==> config.mk <==
export PLATFORM = sky130hd
export DESIGN_NAME = multicycle_control_flat
export DESIGN_NICKNAME = d
export VERILOG_FILES = /design/src/rtl/multicycle_control_pkg.sv /design/src/rtl/multicycle_control_if.sv /design/src/rtl/multicycle_control_decode.sv /design/src/rtl/multicycle_control.sv /design/src/flat_wrapper.sv
export SDC_FILE = /design/constraint.sdc
export NUM_CORES = 1
export LEC_CHECK = 0
export CAP_MARGIN = 10
export CORE_UTILIZATION = 39
export CTS_CLUSTER_SIZE = 14
export DETAILED_ROUTE_END_ITERATION = 12
export MAX_ROUTING_LAYER = met4
export PLACE_DENSITY = 0.83
export SYNTH_ARGS = -nofsm -noshare
export SYNTH_HDL_FRONTEND = slang
export SYNTH_SLANG_ARGS = --single-unit
==> constraint.sdc <==
create_clock -name clk -period 4.28 [get_ports clk]
set_input_delay 0.856 -clock clk [delete_from_list [all_inputs] [get_ports clk]]
set_output_delay 0.856 -clock clk [all_outputs]
set_load 0.01 [all_outputs]
==> src/rtl/multicycle_control_pkg.sv <==
// Shared constants and types for the multi-cycle RV32I control FSM.
// Holds the opcodes, state encodings, ALU op codes, mux selects and the strobe bundle.
package multicycle_control_pkg;

  localparam logic [6:0] OP_LOAD   = 7'b0000011;
  localparam logic [6:0] OP_STORE  = 7'b0100011;
  localparam logic [6:0] OP_RTYPE  = 7'b0110011;
  localparam logic [6:0] OP_ITYPE  = 7'b0010011;
  localparam logic [6:0] OP_BRANCH = 7'b1100011;

  localparam logic [3:0] S_FETCH     = 4'd0;
  localparam logic [3:0] S_DECODE    = 4'd1;
  localparam logic [3:0] S_MEM_ADDR  = 4'd2;
  localparam logic [3:0] S_MEM_READ  = 4'd3;
  localparam logic [3:0] S_MEM_WB    = 4'd4;
  localparam logic [3:0] S_MEM_WRITE = 4'd5;
  localparam logic [3:0] S_EXECUTE   = 4'd6;
  localparam logic [3:0] S_ALU_WB    = 4'd7;
  localparam logic [3:0] S_BRANCH    = 4'd8;
  localparam logic [3:0] S_TRAP      = 4'd9;

  localparam logic [2:0] ALUOP_ADD = 3'b000;
  localparam logic [2:0] ALUOP_SUB = 3'b001;
  localparam logic [2:0] ALUOP_R   = 3'b010;
  localparam logic [2:0] ALUOP_I   = 3'b011;

  localparam logic [1:0] SRC_A_PC    = 2'd0;
  localparam logic [1:0] SRC_A_REG   = 2'd1;
  localparam logic [1:0] SRC_A_OLDPC = 2'd2;
  localparam logic [1:0] SRC_B_REG   = 2'd0;
  localparam logic [1:0] SRC_B_FOUR  = 2'd1;
  localparam logic [1:0] SRC_B_IMM   = 2'd2;

  typedef enum logic [2:0] {
    CLS_LOAD,
    CLS_STORE,
    CLS_RTYPE,
    CLS_ITYPE,
    CLS_BRANCH,
    CLS_ILLEGAL
  } op_class_t;

  typedef struct packed {
    logic       pc_write;
    logic       pc_write_cond;
    logic       pc_source;
    logic       iord;
    logic       mem_read;
    logic       mem_write;
    logic       ir_write;
    logic       mem_to_reg;
    logic       reg_write;
    logic [1:0] alu_src_a;
    logic [1:0] alu_src_b;
    logic [2:0] alu_op;
    logic       illegal;
    logic       instr_done;
  } ctrl_t;

  function automatic op_class_t classify(input logic [6:0] opcode, input logic imm_alu_en);
    op_class_t cls;
    case (opcode)
      OP_LOAD:   cls = CLS_LOAD;
      OP_STORE:  cls = CLS_STORE;
      OP_RTYPE:  cls = CLS_RTYPE;
      OP_ITYPE:  cls = imm_alu_en ? CLS_ITYPE : CLS_ILLEGAL;
      OP_BRANCH: cls = CLS_BRANCH;
      default:   cls = CLS_ILLEGAL;
    endcase
    return cls;
  endfunction

endpackage

==> src/rtl/multicycle_control_if.sv <==
// Control <-> datapath bundle: instruction/flag inputs, memory handshake and datapath strobes.
// pc_load folds the conditional branch enable with the zero flag for the PC register.
interface multicycle_control_if;

  logic [6:0] opcode;
  logic       zero;
  logic       mem_ready;
  logic       pc_write;
  logic       pc_write_cond;
  logic       pc_source;
  logic       iord;
  logic       mem_read;
  logic       mem_write;
  logic       ir_write;
  logic       mem_to_reg;
  logic       reg_write;
  logic [1:0] alu_src_a;
  logic [1:0] alu_src_b;
  logic [2:0] alu_op;
  logic       pc_load;

  assign pc_load = pc_write | (pc_write_cond & zero);

  modport master (
    input  opcode, mem_ready,
    output pc_write, pc_write_cond, pc_source, iord, mem_read, mem_write,
           ir_write, mem_to_reg, reg_write, alu_src_a, alu_src_b, alu_op
  );

  modport slave (
    output opcode, zero, mem_ready,
    input  pc_write, pc_write_cond, pc_source, iord, mem_read, mem_write,
           ir_write, mem_to_reg, reg_write, alu_src_a, alu_src_b, alu_op, pc_load
  );

endinterface

==> src/rtl/multicycle_control_decode.sv <==
// Combinational strobe map from the current state, opcode class and memory handshake.
// Every strobe is forced low while reset is asserted so an in-flight write is dropped at once.
module control_decode
  import multicycle_control_pkg::*;
(
  input  logic       reset,
  input  logic [3:0] state,
  input  op_class_t  op_class,
  input  logic       mem_ready,
  output ctrl_t      ctrl
);

  always_comb begin
    ctrl = '0;
    if (!reset) begin
      case (state)
        S_FETCH: begin
          ctrl.iord      = 1'b0;
          ctrl.mem_read  = 1'b1;
          ctrl.alu_src_a = SRC_A_PC;
          ctrl.alu_src_b = SRC_B_FOUR;
          ctrl.alu_op    = ALUOP_ADD;
          ctrl.ir_write  = mem_ready;
          ctrl.pc_write  = mem_ready;
        end
        S_DECODE: begin
          ctrl.alu_src_a = SRC_A_OLDPC;
          ctrl.alu_src_b = SRC_B_IMM;
          ctrl.alu_op    = ALUOP_ADD;
        end
        S_MEM_ADDR: begin
          ctrl.alu_src_a = SRC_A_REG;
          ctrl.alu_src_b = SRC_B_IMM;
          ctrl.alu_op    = ALUOP_ADD;
        end
        S_MEM_READ: begin
          ctrl.iord     = 1'b1;
          ctrl.mem_read = 1'b1;
        end
        S_MEM_WB: begin
          ctrl.reg_write  = 1'b1;
          ctrl.mem_to_reg = 1'b1;
          ctrl.instr_done = 1'b1;
        end
        S_MEM_WRITE: begin
          ctrl.iord       = 1'b1;
          ctrl.mem_write  = 1'b1;
          ctrl.instr_done = mem_ready;
        end
        S_EXECUTE: begin
          ctrl.alu_src_a = SRC_A_REG;
          if (op_class == CLS_ITYPE) begin
            ctrl.alu_src_b = SRC_B_IMM;
            ctrl.alu_op    = ALUOP_I;
          end else begin
            ctrl.alu_src_b = SRC_B_REG;
            ctrl.alu_op    = ALUOP_R;
          end
        end
        S_ALU_WB: begin
          ctrl.reg_write  = 1'b1;
          ctrl.mem_to_reg = 1'b0;
          ctrl.instr_done = 1'b1;
        end
        S_BRANCH: begin
          ctrl.alu_src_a     = SRC_A_REG;
          ctrl.alu_src_b     = SRC_B_REG;
          ctrl.alu_op        = ALUOP_SUB;
          ctrl.pc_write_cond = 1'b1;
          ctrl.pc_source     = 1'b1;
          ctrl.instr_done    = 1'b1;
        end
        S_TRAP: begin
          ctrl.illegal = 1'b1;
        end
        default: ctrl = '0;
      endcase
    end
  end

endmodule

==> src/rtl/multicycle_control.sv <==
// Multi-cycle RV32I control FSM: state register, is_load capture and next-state logic.
// Output strobes come from control_decode; TRAP is left only through reset, so illegal is sticky.
module multicycle_control
  import multicycle_control_pkg::*;
#(
  parameter int unsigned STATE_W    = 4,
  parameter bit          IMM_ALU_EN = 1'b1
) (
  input  logic                clk,
  input  logic                reset,
  multicycle_control_if.master bus,
  output logic                illegal,
  output logic                instr_done,
  output logic [STATE_W-1:0]  state_dbg
);

  logic [3:0] state;
  logic [3:0] state_next;
  logic       is_load;
  op_class_t  op_class;
  ctrl_t      ctrl;

  assign op_class = classify(bus.opcode, IMM_ALU_EN);

  always_comb begin
    state_next = state;
    case (state)
      S_FETCH:     state_next = bus.mem_ready ? S_DECODE : S_FETCH;
      S_DECODE: begin
        case (op_class)
          CLS_LOAD, CLS_STORE: state_next = S_MEM_ADDR;
          CLS_RTYPE, CLS_ITYPE: state_next = S_EXECUTE;
          CLS_BRANCH:          state_next = S_BRANCH;
          default:             state_next = S_TRAP;
        endcase
      end
      S_MEM_ADDR:  state_next = is_load ? S_MEM_READ : S_MEM_WRITE;
      S_MEM_READ:  state_next = bus.mem_ready ? S_MEM_WB : S_MEM_READ;
      S_MEM_WB:    state_next = S_FETCH;
      S_MEM_WRITE: state_next = bus.mem_ready ? S_FETCH : S_MEM_WRITE;
      S_EXECUTE:   state_next = S_ALU_WB;
      S_ALU_WB:    state_next = S_FETCH;
      S_BRANCH:    state_next = S_FETCH;
      S_TRAP:      state_next = S_TRAP;
      default:     state_next = S_FETCH;
    endcase
  end

  always_ff @(posedge clk) begin
    if (reset) begin
      state   <= S_FETCH;
      is_load <= 1'b0;
    end else begin
      state <= state_next;
      if (state == S_DECODE) is_load <= (op_class == CLS_LOAD);
    end
  end

  control_decode u_decode (
    .reset     (reset),
    .state     (state),
    .op_class  (op_class),
    .mem_ready (bus.mem_ready),
    .ctrl      (ctrl)
  );

  assign bus.pc_write      = ctrl.pc_write;
  assign bus.pc_write_cond = ctrl.pc_write_cond;
  assign bus.pc_source     = ctrl.pc_source;
  assign bus.iord          = ctrl.iord;
  assign bus.mem_read      = ctrl.mem_read;
  assign bus.mem_write     = ctrl.mem_write;
  assign bus.ir_write      = ctrl.ir_write;
  assign bus.mem_to_reg    = ctrl.mem_to_reg;
  assign bus.reg_write     = ctrl.reg_write;
  assign bus.alu_src_a     = ctrl.alu_src_a;
  assign bus.alu_src_b     = ctrl.alu_src_b;
  assign bus.alu_op        = ctrl.alu_op;
  assign illegal           = ctrl.illegal;
  assign instr_done        = ctrl.instr_done;
  assign state_dbg         = STATE_W'(state);

endmodule

==> src/flat_wrapper.sv <==
// flat-port wrapper written by rule: the top's interface ports become plain ports
module multicycle_control_flat import multicycle_control_pkg::*;
#(
  parameter int unsigned STATE_W    = 4,
  parameter bit          IMM_ALU_EN = 1'b1
)
  (clk, reset, illegal, instr_done, state_dbg, bus_opcode, bus_mem_ready, bus_pc_write, bus_pc_write_cond, bus_pc_source, bus_iord, bus_mem_read, bus_mem_write, bus_ir_write, bus_mem_to_reg, bus_reg_write, bus_alu_src_a, bus_alu_src_b, bus_alu_op);
  multicycle_control_if bus_i ();
  input  logic clk;
  input  logic reset;
  output logic illegal;
  output logic instr_done;
  output logic [STATE_W-1:0] state_dbg;
  input wire logic [$bits(bus_i.opcode)-1:0] bus_opcode;
  input wire logic [$bits(bus_i.mem_ready)-1:0] bus_mem_ready;
  output wire logic [$bits(bus_i.pc_write)-1:0] bus_pc_write;
  output wire logic [$bits(bus_i.pc_write_cond)-1:0] bus_pc_write_cond;
  output wire logic [$bits(bus_i.pc_source)-1:0] bus_pc_source;
  output wire logic [$bits(bus_i.iord)-1:0] bus_iord;
  output wire logic [$bits(bus_i.mem_read)-1:0] bus_mem_read;
  output wire logic [$bits(bus_i.mem_write)-1:0] bus_mem_write;
  output wire logic [$bits(bus_i.ir_write)-1:0] bus_ir_write;
  output wire logic [$bits(bus_i.mem_to_reg)-1:0] bus_mem_to_reg;
  output wire logic [$bits(bus_i.reg_write)-1:0] bus_reg_write;
  output wire logic [$bits(bus_i.alu_src_a)-1:0] bus_alu_src_a;
  output wire logic [$bits(bus_i.alu_src_b)-1:0] bus_alu_src_b;
  output wire logic [$bits(bus_i.alu_op)-1:0] bus_alu_op;
  assign bus_i.opcode = bus_opcode;
  assign bus_i.mem_ready = bus_mem_ready;
  assign bus_pc_write = bus_i.pc_write;
  assign bus_pc_write_cond = bus_i.pc_write_cond;
  assign bus_pc_source = bus_i.pc_source;
  assign bus_iord = bus_i.iord;
  assign bus_mem_read = bus_i.mem_read;
  assign bus_mem_write = bus_i.mem_write;
  assign bus_ir_write = bus_i.ir_write;
  assign bus_mem_to_reg = bus_i.mem_to_reg;
  assign bus_reg_write = bus_i.reg_write;
  assign bus_alu_src_a = bus_i.alu_src_a;
  assign bus_alu_src_b = bus_i.alu_src_b;
  assign bus_alu_op = bus_i.alu_op;
  multicycle_control #(.STATE_W(STATE_W), .IMM_ALU_EN(IMM_ALU_EN)) u_core (.clk(clk), .reset(reset), .bus(bus_i), .illegal(illegal), .instr_done(instr_done), .state_dbg(state_dbg));
endmodule
Word level (Yosys, flattened, before mapping) --
Cells that the tools add are included.
Word-level totals: bits in registers 5, input port bits 10, logic and storage cells 45
Operators by class: equal/unequal tests 18, mux-type cells 18, reduce and logical (&&, ||, !) cells 7
Operator list (count):
- case mux 7 bit (5 select lines) | 1
- case mux 4 bit (7 select lines) | 1
- two-way mux 18 bit | 1
- == test 4 x 3 -> 1 bit, second input constant | 4
- case mux 3 bit (5 select lines) | 1
- == test 7 x 6 -> 1 bit, second input constant | 2
- case mux 4 bit (3 select lines) | 1
- two-way mux 3 bit | 3
- == test 4 x 2 -> 1 bit, second input constant | 2
- == test 4 bit, second input constant | 2
- OR reduction 2 bit | 4
- == test 7 x 2 -> 1 bit, second input constant | 1
- == test 7 x 5 -> 1 bit, second input constant | 1
- == test 7 bit, second input constant | 1
- == test 3 x 2 -> 1 bit, second input constant | 2
- two-way mux 1 bit | 6
- two-way mux 5 bit | 1
- == test 4 x 1 -> 1 bit, second input constant | 1
- logical NOT 4 bit | 1
- case mux 2 bit (2 select lines) | 1
- == test 3 x 1 -> 1 bit, second input constant | 1
- == test 3 bit, second input constant | 1
- logical NOT 3 bit | 1
- OR reduction 3 bit | 1
- 2 further kinds | 2

Longest topological paths before layout --
word-level depth 6, depth in mapped cells 6, gate-level depth less buffers 4

By module --
A second synthesis with hierarchy kept.
Second synthesis, totals: cells, all modules 88, area total of the unflattened synthesis 629.4 sq um
By module, submodules not included:
- multicycle_control | times used 1, cells each 45, area each 355.3 sq um
- control_decode | times used 1, cells each 43, area each 274.0 sq um

Worst setup path before layout --
OpenSTA, ideal clock, no wires.
path type input port to output port, start point input port reset, end point output port bus_alu_src_b[1], arrival time 1796 ps, required time 3424 ps, path slack 1628 ps, stages on the path 4, path buffers 0, cell sequence or3b_2 nor2_1 nand3_1 nand2_1
Between the ends: longest elaborated chain between the ends 1
Ends and longest elaborated chain:
- from (decl) | line flat_wrapper.sv:10 | input logic reset;
- two-way mux 18 bit | line multicycle_control_decode.sv:15 | if (!reset) begin
- to (decl) | line flat_wrapper.sv:26 | output wire logic [$bits(bus_i.alu_src_b)-1:0] bus_alu_src_b;
No other way between the ends.

Final worst setup path --
Same ends and word-level chain as after synthesis.

==> key figures <==
Synth
  • Synth area leaders: dfxtp_1 19%, nor2_1 7.1%, nor3_1 6.6%
  • Gate Count Post-Synth: 79
  • Yosys top cell by area: dfxtp_1
  • Yosys top cell area share: 0.188
  • Flop and latch count out of synthesis: 5
  • Post-synth cell types: 33
  • Post-Syn Area: 532 um^2
  • Synth Area per Inst: 6.73 um^2
  • Net count after synthesis: 89
  • YS warnings: 0
  • Sequential cell area fraction in the yosys report: 0.188

STA
  • Min setup slack post-route: 482 ps
  • TNS Setup: 0 ps
  • Relative slew slack: 0.567
  • Setup Viol. Count Final: 0
  • Final Skew: 9.34 ps
  • Fin. max-slew vios: 0
  • Fin crit period: 3800 ps
  • Tcrit/Tclk final: 0.887
  • RSZ-0062 raised after global routing: no
  • Worst Max-Slew Pin Slew: 649 ps
  • Max Clock Freq: 263 MHz
  • Final hold vios: 0

Global routing
  • GRT Total Usage: 0.241
  • Global-route wire length before repair: 2440 um
  • Largest net degree at the start of global routing: 21
  • Vias in the first global route: 570
  • GR Overflow Total: 0
  • Antenna violations before repair: 0

Cells and area
  • Final core occ: 0.694
  • Area grow syn2layout: 54.8%
  • Final antenna diode count: 0
  • Leading cell type in the layout, fill and taps excluded: clkdlybuf4s50_1
  • Finished Cell Area: 823 um^2
  • Most frequent cells in the layout: 30 x clkdlybuf4s50_1, 10 x nor2_1, 7 x nor3_1, 7 x nand2_1
  • Layout cell share with drive strength beyond 1: 0.0577
  • Fin cells: 118
  • Net count, final: 115
  • Filler cell count: 104

Power
  • Net Sw Frac: 0.310
  • Clock power share: 0.333
  • Internal: 117 uW
  • Pwr/cell area: 206 nW/um^2
  • Leakage: 0.288 nW
  • Sequential power share: 0.330
  • Worst-case vdd ir drop: 0.000205 V
  • Net Switching: 52.6 uW
  • Gate power share: 0.337

Detailed routing
  • WL final: 1550 um
  • Remaining antenna violation count: 0
  • Routed wire per std cell: 13.1 um
  • DRT iter0 DRCs: 14
  • Vias/cell: 5.72
  • Vias: 675
  • DR pass1 iterations: 4
  • Remaining DRCs: 0

Clock network
  • CTS Root Buffer Type: clkbuf_4
  • CTS tree: done
  • Worst skew pair latency: 250 ps
  • CTS max path bufs: 2
  • CTS Buf Count: 3
  • CTS Hold Bufs: 0
  • Postcts setup bufs: 0
  • CTS sink cnt: 5
  • CTS H-tree depth: 1
  • Worst-path clk slew: 50 ps
  • Post-CTS Resized: 0

Flow run
  • MaxCap Viol Count: 0

Floorplanning
  • Die area: 1520 um^2
  • Core region area: 1190 um^2
  • DIE HEIGHT: 38.9 um
  • Starting Density: 0.448
  • Rows: 12
  • I/O pin count: 32
  • Die span in x: 38.9 um

Placement
  • Gpl congestion: 0.866
  • Placed Area: 797 um^2
  • IO buf count: 30
  • Place WS: 503 ps
  • Placed Cells: 114
  • Post-DP HPWL: 1120 um

Critical path
  • CP max-delay cell: clkdlybuf4s50_1
  • Crit path largest cell delay: 600 ps
  • Most frequent CP cell: clkdlybuf4s50_1
  • Critical path, cell by cell: clkdlybuf4s50_1 -> or3b_2 -> nor2_1 -> nand3_1 -> nand2_1 -> clkdlybuf4s50_1
  • Critical Path Start Type: input pin
  • CP required: 3420 ps
  • Worst-path fanout max: 11
  • Worst path arrival time: 2940 ps
  • Crit end category: output port
  • Kind of critical path: input pin to output port
  • CP delay by family, top: buffers and inverters
  • Critical path buffers and inverters: 2

Outcome
  • Status: finished clean

Min path
  • Hold Path Class: flop to flop
[registers in the layout (all words and copies together) (netlist names)]
name,flops
u_core.state_dbg,4
u_core.is_load,1
[synthesized netlist by cell type]
cell type	n
or3b_2	1
a21oi_2	1
a211oi_1	2
nor4b_1	1
clkbuf_1	5
nor3b_1	1
dfxtp_1	5
and3_1	2
xnor2_1	2
o31ai_1	1
o22ai_1	1
o32a_1	1
nand3_1	2
or4b_4	1
nor2_1	10
nor3_1	7
and4_1	1
o21bai_1	1
and2_1	1
nand2b_1	3
or3_1	2
a32oi_1	1
buf_6	1
nor4_1	2
o21ai_0	1
or4bb_1	1
buf_4	3
conb_1	1
o311ai_0	1
nor4bb_1	1
inv_1	4
a21oi_1	5
nand2_1	7
[metal layers]
metal,wire (um),vias to the layer above,track usage
li1,-,329,-
met1,688,316,0.276
met2,778,30,0.413
met3,79,0,0.0520
met4,0,0,0.0776
met5,0,-,-
[path summary, 6_finish.rpt]
path	cells after the start	slack (ps)	from	endpoint
min reg2reg	2	500	u_core.is_load$_SDFFE_PP0P_	u_core.is_load$_SDFFE_PP0P_
max	6	480	reset	bus_alu_src_b[1]
min	2	500	u_core.is_load$_SDFFE_PP0P_	u_core.is_load$_SDFFE_PP0P_
max reg2reg	4	2180	u_core.state_dbg[0]$_SDFF_PP0_	u_core.is_load$_SDFFE_PP0P_
[final cells by class]
type / instances / area, um^2 / share of cell area
repair buffers: 30 / 300 / 0.365
clock buffers: 4 / 26.3 / 0.0319
well taps: 14 / 17.5 / 0.0213
flip-flops and latches: 5 / 100 / 0.122
inverters: 4 / 15.0 / 0.0182
multi-input cells: 61 / 364 / 0.442
[per-stage QoR]
step / total power [mW] / hold slack, ps
3_5_place_dp: 0.114 / 487
2_1_floorplan: 0.0849 / 451
4_1_cts: 0.170 / 496
6_report: 0.170 / 500
5_1_grt: 0.179 / 515
3_3_place_gp: 0.113 / 468
[power by group through the flow]
| stage | clock (mW) | sequential [mW] | combinational, mW |
|---|---|---|---|
| 3_3_place_gp | 0 | 0.0563 | 0.0565 |
| 2_1_floorplan | 0 | 0.0525 | 0.0325 |
| 5_1_grt | 0.0602 | 0.0566 | 0.0626 |
| 4_1_cts | 0.0574 | 0.0558 | 0.0573 |
| 6_report | 0.0566 | 0.0560 | 0.0573 |
| 3_5_place_dp | 0 | 0.0565 | 0.0571 |
[cell families (layout without fill, tap and decap cells)]
| family | count (synthesis) | after routing | synth area share |
|---|---|---|---|
| compound gates | 15 | 15 | 0.193 |
| simple gates | 43 | 43 | 0.452 |
| flops | 5 | 5 | 0.188 |
| xor+xnor | 2 | 2 | 0.0329 |
| buf+inv | 13 | 38 | 0.127 |
| other cells | 1 | 1 | 0.00705 |
[worst register-to-register path, stage by stage, from the launching register on]
cell	delay, ps
dfxtp_1	600
or4b_4	550
or3_1	400
or3_1	350
a21oi_2	140
(Power assumes the default switching activity.)
